<file path="config.mk">
export PLATFORM = sky130hd
export DESIGN_NAME = branch_pc_unit
export DESIGN_NICKNAME = d
export VERILOG_FILES = /design/src/rtl/branch_pkg.sv /design/src/rtl/branch_cond.sv /design/src/rtl/branch_pc_unit.sv
export SDC_FILE = /design/constraint.sdc
export NUM_CORES = 1
export LEC_CHECK = 0
export ABC_AREA = 1
export CAP_MARGIN = 10
export CORE_MARGIN = 10
export CORE_UTILIZATION = 45
export DETAILED_ROUTE_END_ITERATION = 12
export PLACE_DENSITY_LB_ADDON = 0.2
export SYNTH_ARGS = -nofsm -noshare
export SYNTH_HDL_FRONTEND = slang
export SYNTH_SLANG_ARGS = --single-unit
</file>
<file path="constraint.sdc">
create_clock -name clk -period 1.74 [get_ports clk]
set_input_delay 0.522 -clock clk [delete_from_list [all_inputs] [get_ports clk]]
set_output_delay 0.522 -clock clk [all_outputs]
set_load 0.02 [all_outputs]
</file>
<file path="src/rtl/branch_pkg.sv">
// Shared encodings for the branch/PC unit: FSM states, branch funct3 codes
// and the default reset PC.
package branch_pkg;

  typedef enum logic [1:0] {
    ST_RUN   = 2'd0,
    ST_FLUSH = 2'd1,
    ST_TRAP  = 2'd2
  } state_t;

  localparam logic [2:0] BEQ  = 3'b000;
  localparam logic [2:0] BNE  = 3'b001;
  localparam logic [2:0] BLT  = 3'b100;
  localparam logic [2:0] BGE  = 3'b101;
  localparam logic [2:0] BLTU = 3'b110;
  localparam logic [2:0] BGEU = 3'b111;

  localparam logic [31:0] DEFAULT_RESET_PC = 32'h0000_0000;

endpackage

</file>
<file path="src/rtl/branch_cond.sv">
// Combinational branch condition decode from funct3 and comparator flags.
module branch_cond
  import branch_pkg::*;
(
  input  logic [2:0] funct3,
  input  logic       BrEq,
  input  logic       BrLT,
  output logic       cond
);

  // BrLT is only trusted when the operands differ, hence the !BrEq terms.
  always_comb begin
    cond = 1'b0;
    case (funct3)
      BEQ:        cond = BrEq;
      BNE:        cond = !BrEq;
      BLT, BLTU:  cond = !BrEq && BrLT;
      BGE, BGEU:  cond = BrEq || !BrLT;
      default:    cond = 1'b0;
    endcase
  end

endmodule

</file>
<file path="src/rtl/branch_pc_unit.sv">
// Program counter with branch/jump redirect, one-cycle flush, misalignment
// trap and branch statistics counters.
module branch_pc_unit
  import branch_pkg::*;
#(
  parameter int          n        = 32,
  parameter logic [n-1:0] RESET_PC = n'(DEFAULT_RESET_PC)
) (
  input  logic         clk,
  input  logic         rst,
  input  logic         stall,
  input  logic         Branch,
  input  logic         Jump,
  input  logic [2:0]   funct3,
  input  logic         BrEq,
  input  logic         BrLT,
  input  logic [n-1:0] Target,
  output logic         BrUn,
  output logic [n-1:0] PC,
  output logic [n-1:0] PC4,
  output logic         Flush,
  output logic         Misalign,
  output logic [31:0]  BrCount,
  output logic [31:0]  TakenCount,
  output logic [1:0]   fsm_state
);

  state_t        state;
  logic [n-1:0]  pc;
  logic          flush;
  logic          misalign;
  logic [31:0]   br_count;
  logic [31:0]   taken_count;
  logic          cond;
  logic          taken;
  logic          count_branch;

  branch_cond u_cond (
    .funct3 (funct3),
    .BrEq   (BrEq),
    .BrLT   (BrLT),
    .cond   (cond)
  );

  assign taken        = Jump || (Branch && cond);
  // Jumps win over Branch and are never counted as conditional branches.
  assign count_branch = Branch && !Jump;

  always_ff @(posedge clk) begin
    if (rst) begin
      state       <= ST_RUN;
      pc          <= RESET_PC;
      flush       <= 1'b0;
      misalign    <= 1'b0;
      br_count    <= 32'd0;
      taken_count <= 32'd0;
    end else if (!stall) begin
      case (state)
        ST_RUN: begin
          if (count_branch) begin
            br_count <= br_count + 32'd1;
            if (cond) taken_count <= taken_count + 32'd1;
          end
          if (!taken) begin
            pc <= pc + n'(4);
          end else if (Target[1:0] == 2'b00) begin
            pc    <= Target;
            state <= ST_FLUSH;
            flush <= 1'b1;
          end else begin
            misalign <= 1'b1;
            state    <= ST_TRAP;
          end
        end
        ST_FLUSH: begin
          pc    <= pc + n'(4);
          state <= ST_RUN;
          flush <= 1'b0;
        end
        default: begin
          state <= ST_TRAP;
        end
      endcase
    end
  end

  assign BrUn       = funct3[1];
  assign PC         = pc;
  assign PC4        = pc + n'(4);
  assign Flush      = flush;
  assign Misalign   = misalign;
  assign BrCount    = br_count;
  assign TakenCount = taken_count;
  assign fsm_state  = state;

endmodule

</file>
# After elaboration in Yosys (flattened, before gate mapping)
# Index checks and enable logic that the tools add are counted.
[totals] regBits=100 out_inout_bits=133
[op_classes] addsub=3 n_eq_ne=9 mux=10 bitwise_logic=2 reduce_logical=20
[ops] op="adder 32 x 1 -> 32 bit (second input constant)" count=2
[ops] op="2-to-1 mux 32 bit" count=2
[ops] op="case mux 32 bit (2 select lines)" count=1
[ops] op="adder 32 x 3 -> 32 bit (second input constant)" count=1
[ops] op="equality test 3 bit (second input constant)" count=4
[ops] op="AND reduction 4 bit" count=3
[ops] op="AND reduction 3 bit" count=2
[ops] op="zero test 2 bit" count=2
[ops] op="2-to-1 mux 2 bit" count=2
[ops] op="inequality test 2 bit (second input constant)" count=2
[ops] op="case mux 1 bit (4 select lines)" count=1
[ops] op="case mux 2 bit (2 select lines)" count=1
[ops] op="OR reduction 2 bit" count=2
[ops] op="equality test 3 x 1 -> 1 bit (second input constant)" count=1
[ops] op="logical AND 1 bit" count=3
[ops] op="zero test 1 bit" count=3
[ops] op="zero test 3 bit" count=1
[ops] op="inequality test 3 bit (second input constant)" count=1
[ops] op="equality test 2 x 1 -> 1 bit (second input constant)" count=1
[ops] op="logical OR 1 bit" count=2
[ops] op="2-to-1 mux 1 bit" count=2
[ops] op="NOT 1 bit" count=2
[ops] op="case mux 1 bit (2 select lines)" count=1
[ops] op="AND reduction 2 bit" count=1
[ops] op="nonzero test 2 bit" count=1

# Longest topological paths before layout
# Gate-level depths: netlist of the first run.
[depth] ltp_word=7 depth_mapped=13 ltp_nobuf=12

# By module
# A second synthesis of the first run with hierarchy kept.
[unflattened] cells_unflattened=945 area_unflattened_um2=5939.4
[modules_own_cells] module="branch_pc_unit" instances=1 cells_each=929 area_each_um2=5871.9 seq_area_each_um2=2001.9
[modules_own_cells] module="branch_cond" instances=1 cells_each=16 area_each_um2=67.6 seq_area_each_um2=0.0

# Worst setup path before layout of the first run
# OpenSTA, ideal clock, no wires.
[synth_timing] path_type="reg2out" from="register pc[2] (netlist: PC[2])" to="output port PC4[18]" t_arrival_ns=1.658 setup_slack_ns=-0.440 stages_incl_launch_ff=7 path_buffers=0 path_cell_list="dfxtp_1 -> ha_1 -> nand3_2 -> inv_1 -> nand2_2 -> nor2_4 -> xor2_1"
[synth_between] elab_chain_len=1
[synth_rtl] item="start: declaration" line="branch_pc_unit.sv:29" source="logic [n-1:0] pc;"
[synth_rtl] item="start signal: assignment" line="branch_pc_unit.sv:65" source="pc <= pc + n'(4);"
[synth_rtl] item="start signal: assignment" line="branch_pc_unit.sv:67" source="pc <= Target;"
[synth_rtl] item="start signal: assignment" line="branch_pc_unit.sv:76" source="pc <= pc + n'(4);"
[synth_rtl] item="adder 32 x 3 -> 32 bit" line="branch_pc_unit.sv:89" source="assign PC4 = pc + n'(4);"
[synth_rtl] item="end: declaration" line="branch_pc_unit.sv:20" source="output logic [n-1:0] PC4,"
# Every way passes these cells.

# Worst setup path in the final report of the first run
[layout_timing] from="register pc[13] (netlist: PC[13])" to="output port PC4[14]"
# Same word-level chain as after synthesis.

==> impl_metrics.ini, run 1 <==
[synth]
synth.area.top_cells = dfxtp_1 (31%), nand2_1 (25%), nor2_1 (12%), inv_1 (7.6%), a21oi_1 (4.2%)
async_flop_share = 0
synthFlopType = dfxtp_1
synth_cell_types = 33
syn_area_per_cell_um2 = 5.678
synth_edf_count = 0
synth_cells = 1154
syn_nets = 1199
ys_seq_elements = 100
synth_warnings = 0
ys_seq_area_frac = 0.3055
synth.largest_area_cell = dfxtp_1
synth_area_mm2 = 0.006553
synth_top_area_frac = 0.3055

[min_path]
hp-class = register to register

[clocking]
clkSinkCount = 100
cts_tree = done
insertion_delay_ns = 0.36
path_clk_slew_ns = 0.07
clockBufferDepth = 2
clockRootBuffer = clkbuf_16
htreeDepth = 3
numCtsBuffers = 9
cts_hold_buf = 0

[detailed_routing]
vias = 8792
wl_met2_um = 13460
drcViolationCount = 0
drt-wirelength-per-cell_um = 16.91
antenna_left = 0
topRoutingLayerUsed = met4
drt_iter0_drc = 646
drtPass1Iterations = 5
vias_per_cell = 5.252
drt-met1-wl_um = 10910
met3_length_um = 2630
drt_wl_total_um = 28300

[pwr]
power_density_mw_per_mm2 = 621.9
p_leak_nw = 5.042
power_mw = 6.862
internal-power_mw = 4.711
peakVddDrop_mv = 0.5904
seq_power_share = 0.362
switching_share = 0.3135
comb_power_share = 0.286
switchingPower_mw = 2.151
clkPwrFrac = 0.352

[critical_path]
arrival_ns = 1.81
cp_max_fo = 5
crit_required_ns = 1.22
r2r_slack_ns = -0.34
critPathLaunchType = register
path_class = register to output port
endpoint_kind = output port

[floorplanning]
start_util = 0.4543
num_io_pins = 175
design.core.area_mm2 = 0.01442
chipWidth_um = 140.7
rows = 44
die_h_um = 140.7
die-area_mm2 = 0.01979

[layout]
nFillCells = 1108
drive_gt1_frac = 0.2848
areaGrowthSynthToFinish_pct = 68.40
nets = 1529
fin_cells = 1674

[sta]
fin_crit_ns = 2.332
finalWorstSetupSlack_ns = -0.5919
slew_viol_final = 0
slew_headroom = 0.7264
period_share = 1.340
finalHoldViolCount = 0
skew_ns = 0.009969
rsz0062_at_grt = true
setup_tns_ns = -13.46
tightestPinTransition_ns = 0.4073
finalSetupViolations = 36
fmax_mhz = 428.8

[placed_design]
dp_hpwl_um = 17500
place.gp.congestion = 0.9309
port_buffers = 174
place_ws_ns = -0.5947
dp_cells = 1616

[global_routing]
grt_pass1_vias = 7919
overflow = 0
grt_max_degree = 53
grt_pass1_wl_um = 40230
antenna_found_initial = 1
grtUsageTotal = 0.2469

[run_status]
violations = negative setup slack
status = complete, but fails checks

[flow_run]
maxCapViolations = 0
## metrics by stage
stage                     hold slack (ns)  cell area (µm²)  utilization
after floorplan                    0.5246             6698            -
final                              0.4545            11030       0.7650
after CTS                          0.4583            10480       0.7264
after global placement             0.4366             9610       0.6663
after detailed placement           0.4468             9610       0.6663
after global routing               0.4770            11030       0.7648
## critical path, stage by stage (launching register included)
cell     delay (ns)
dfxtp_2        0.38
nand2_2        0.08
nor2_2         0.14
buf_6          0.15
nand2_4        0.05
nor2_4         0.13
buf_12         0.15
xor2_4         0.20
buf_6          0.15
## cells in the mapped netlist (10+ instances only)
cell type and n:
nand2_1 437, clkbuf_1 12, dfxtp_1 100, nand4_1 15
nand3_1 53, nand3b_1 10, nor3_1 41, xor2_1 23
inv_1 132, a21oi_1 55, buf_2 13, o21ai_0 15
nor2_1 203
## sequential cells by signal, summed over array words and instances (netlist names)
name / flops
BrCount: 32
PC: 32
TakenCount: 32
fsm_state: 2
Flush: 1
Misalign: 1
## placed cells by master, fill, tap and decap left out, drive strengths merged
cell           count
nor3b              2
nor3              42
clkbuf            22
clkdlybuf4s50     30
nand3b            10
inv              138
clkdlybuf4s15     21
nand3             56
o21a               1
dlygate4sd2       74
a21oi             55
a211oi             1
ha                 3
bufinv             3
clkinv             2
and3               3
or2                1
nand2            438
nand4             16
buf              210
xor2              23
dlymetal6s2s       2
a31oi              1
diode              1
dfxtp            100
nor2             214
o21ai             19
nor4               2
## power groups by stage
stage                     registers (mW)  clock network (mW)  logic (mW)
after floorplan                     2.63                   0       0.603
after global placement              2.50                   0        1.53
after global routing                2.50                2.52        2.08
after CTS                           2.46                2.43        1.75
after detailed placement            2.51                   0        1.54
final                               2.49                2.41        1.96
## path summary, 6_finish.rpt
path,startpoint,end,cells after the start
worst min register to register,Flush,Flush,2
worst min-delay path,Flush,Flush,2
worst max register to register,PC[12],PC[27],17
worst max-delay path,PC[13],PC4[14],8
## kinds of logic (layout without fill, tap and decap cells)
family | after synthesis | in the layout | share of synthesized area
AO/OA/AOI/OAI | 77 | 77 | 0.05977
XOR/XNOR | 23 | 23 | 0.03074
adder cells (fa/ha/maj) | 3 | 3 | 0.005729
buffers and inverters | 168 | 502 | 0.1033
flip-flops | 100 | 100 | 0.3055
other | 0 | 1 | 0
AND/OR/NAND/NOR | 783 | 784 | 0.4949
## final cells by class
class	instances	area, µm²	area share
diodes	1	2.502	0.0002268
clock buffers	9	225.2	0.02041
clock inverters	7	121.4	0.01100
inverters	136	520.5	0.04717
multi-input cells	887	4636	0.4201
flip-flops and latches	100	2048	0.1856
well taps	184	230.2	0.02086
repair buffers	350	3251	0.2946
## what timing repair did
| action | 4_1_cts | 5_1_grt |
|---|---|---|
| pin swaps | 38 | 60 |
| endpoints found under the setup margin | 201 | 118 |
| cloned | 7 | 3 |
| buffers inserted | 18 | 18 |
| gates resized for setup | 388 | 178 |
## metal layers
metal | GRT usage | vias up
met2 | 0.4187 | 451
li1 | - | 4234
met1 | 0.2886 | 3999
met4 | 0.08533 | 0
met3 | 0.07457 | 108
met5 | 0 | -
Note: power is estimated with default switching activity, not from simulation.
==> run 2, diff against run 1 <==
CTS_CLUSTER_SIZE = 20   (was default)
==> results of run 2 <==
Same layout as run 1: the final DEF is identical, and so are final timing and power.
==> run 3, diff against run 2 <==
CORE_UTILIZATION = 44   (was 45)
SYNTH_HIERARCHICAL = 1   (was default)
==> run 3 against run 2 <==
Effect of this change:
- synthesized area shrank 9.4%
- non-clock buffer count shrank 23
- die area shrank 6.3%
- first-iteration DRC count shrank 25%
- critical path depth grew 1
- clock power shrank 13%
- the run still ends with negative setup slack left
- global-route usage shrank 2.9 points
- setup slack lost 0.0046 ns
==> impl_metrics.ini, run 3 <==
[pwr]
peakVddDrop_mv = 0.4551
power_density_mw_per_mm2 = 600.6
p_leak_nw = 4.704
power_mw = 6.049

[global_routing]
grt_pass1_wl_um = 32990
grt_pass1_vias = 6740
overflow = 0
grtUsageTotal = 0.2180
antenna_found_initial = 0
grt_max_degree = 40

[critical_path]
cp_slowest_cell = dfxtp_4
cpLargestDelayFamily = simple AND/OR/NAND/NOR gates
r2r-start = PC[3]
path_class = register to output port
cpPeakStageDelay_ns = 0.38
crit_path_cell_trace = ha_4 > nand2_4 > nor2_4 > nand2_4 > nor2_4 > buf_6 > nand3_1 > nand2_2 > buf_6
cp_max_fo = 4
arrival_ns = 1.81
endpoint_kind = output port
crit_required_ns = 1.22
path_buf_inv = 2
critPathLaunchType = register
worstSetupStartpoint = PC[3]

[sta]
finalHoldViolCount = 0
setup_tns_ns = -13.65
fin_crit_ns = 2.336
fmax_mhz = 428.0
skew_ns = 0.01067
rsz0062_at_grt = true
slew_viol_final = 0
tightestPinTransition_ns = 0.4453
finalWorstSetupSlack_ns = -0.5965
slew_headroom = 0.7009
period_share = 1.343
finalSetupViolations = 36

[placed_design]
place.gp.congestion = 0.9192
port_buffers = 174
dp_hpwl_um = 15520

[layout]
drive_gt1_frac = 0.3011
diodes = 0
nets = 1302
areaGrowthSynthToFinish_pct = 69.58
nFillCells = 1026
final_cell_mix = nand2_1 (208), buf_4 (126), nor2_1 (122)
final_common_cell = nand2_1

[synth]
syn_area_per_cell_um2 = 6.285
synthFlopType = dfxtp_1
synth_cells = 945
synth_cell_types = 34
synth_most_common_cell = nand2_1
async_flop_share = 0
ys_seq_area_frac = 0.3371
synth.area.top_cells = dfxtp_1 (34%), nand2_1 (15%), nor2_1 (9.3%), inv_1 (7.3%), a21oi_1 (7.2%)
synth_common_cells = nand2_1 (245), nor2_1 (147), inv_1 (115), dfxtp_1 (100), a21oi_1 (85)
synth.largest_area_cell = dfxtp_1
synth_area_mm2 = 0.005939
synth_top_area_frac = 0.3371
synth_edf_count = 0
ys_seq_elements = 100
syn_nets = 990
synth_warnings = 6

[clocking]
insertion_delay_ns = 0.36
clkSinkCount = 100
htreeDepth = 3
cts_tree = done
clockBufferDepth = 2
numCtsBuffers = 9
path_clk_slew_ns = 0.07
clockRootBuffer = clkbuf_16

[floorplanning]
start_util = 0.4485
num_io_pins = 175
die_h_um = 136.2
die-area_mm2 = 0.01855
design.core.area_mm2 = 0.01324
rows = 42
chipWidth_um = 136.2

[detailed_routing]
vias_per_cell = 5.065
vias = 7284
drcViolationCount = 0
drtPass1Iterations = 6
drt_iter0_drc = 486
antenna_left = 0
drt-wirelength-per-cell_um = 15.65
drt_wl_total_um = 22500

[min_path]
holdCritStartpoint = PC[1]
hp-class = register to register

[run_status]
violations = negative setup slack
status = complete, but fails checks

[flow_run]
maxCapViolations = 0
## run 3: cell types whose count changed in the layout (fill, tap and decap cells not counted), moves of 10 or more
cell	delta
dlygate4sd2_1	+14
nand2_1	-174
a21oi_1	+24
clkbuf_2	-10
inv_1	-20
buf_6	-11
o21ai_0	+19
nor3_1	-24
nor2_2	-11
nor2_1	-39
## run 3: cells by family after synthesis
kind of cell | after synthesis | share of synthesized area
and+or+nand+nor | 534 | 0.4043
buffers and inverters | 143 | 0.09458
AOI/OAI and AO/OA | 139 | 0.1194
DFF | 100 | 0.3371
xor gates and xnor gates | 26 | 0.03834
adders and majority gates | 3 | 0.006320
## run 3: layer usage
metal,vias up,part of all wire,GRT usage,routed length (µm)
met5,-,0,0,0
met4,0,0.022,0.07041,499
met3,41,0.073,0.05018,1634
met2,288,0.50,0.3861,11170
met1,3325,0.41,0.2534,9192
li1,3630,-,-,-
## run 3: final cells by class
| type | count | area [µm²] | area share |
|---|---|---|---|
| clock inverters | 6 | 71.32 | 0.007081 |
| flip-flops and latches | 100 | 2044 | 0.2030 |
| inverters | 117 | 456.7 | 0.04534 |
| multi-input cells | 702 | 4041 | 0.4012 |
| repair buffers | 327 | 3009 | 0.2988 |
| clock buffers | 10 | 229.0 | 0.02273 |
| well taps | 176 | 220.2 | 0.02186 |
## run 3: path summary, 6_finish.rpt
check / endpoint / depth (start not counted) / slack (ns)
setup / recovery: PC4[28] / 9 / -0.60
hold / removal: PC[1] / 2 / 0.46
setup reg to reg: PC[12] / 10 / 0
hold reg to reg: PC[1] / 2 / 0.46
## run 3: power breakdown
part	internal, mW	switching [mW]	total, mW	leakage (nW)
Combinational	0.699	0.787	1.49	3.74
Clock	1.13	0.962	2.10	0.142
Sequential	2.38	0.0897	2.47	0.822
Total	4.21	1.84	6.05	4.70
## run 3: worst register-to-register path, cell delays in order, from the launching register on
cell	delay, ns
dfxtp_4	0.38
ha_4	0.15
nand2_4	0.05
nor2_4	0.14
nand2_4	0.12
nor2_4	0.18
buf_6	0.14
xor2_4	0.15
buf_4	0.14
nand2_1	0.05
a21oi_1	0.15
## run 3: what timing repair did
item,CTS,global route
endpoints found under the hold margin,0,0
gates cloned,0,2
hold buffers,0,0
gates resized for setup,336,160
setup endpoints to repair,204,102
setup buffers,12,19
pin swaps,46,60
## run 3: stage by stage
| step | worst slack (ns) | hold WS (ns) | cells | utilization | cell area, µm² |
|---|---|---|---|---|---|
| floorplan | -0.1039 | 0.5264 | 945 | - | 6177 |
| global placement | -0.8020 | 0.4506 | 1390 | 0.6787 | 8987 |
| detailed placement | -0.8540 | 0.4491 | 1390 | 0.6787 | 8987 |
| CTS | -0.5665 | 0.4602 | 1418 | 0.7095 | 9395 |
| global route | -0.6689 | 0.4986 | 1438 | 0.7606 | 10070 |
| finish | -0.5965 | 0.4560 | 1438 | 0.7606 | 10070 |
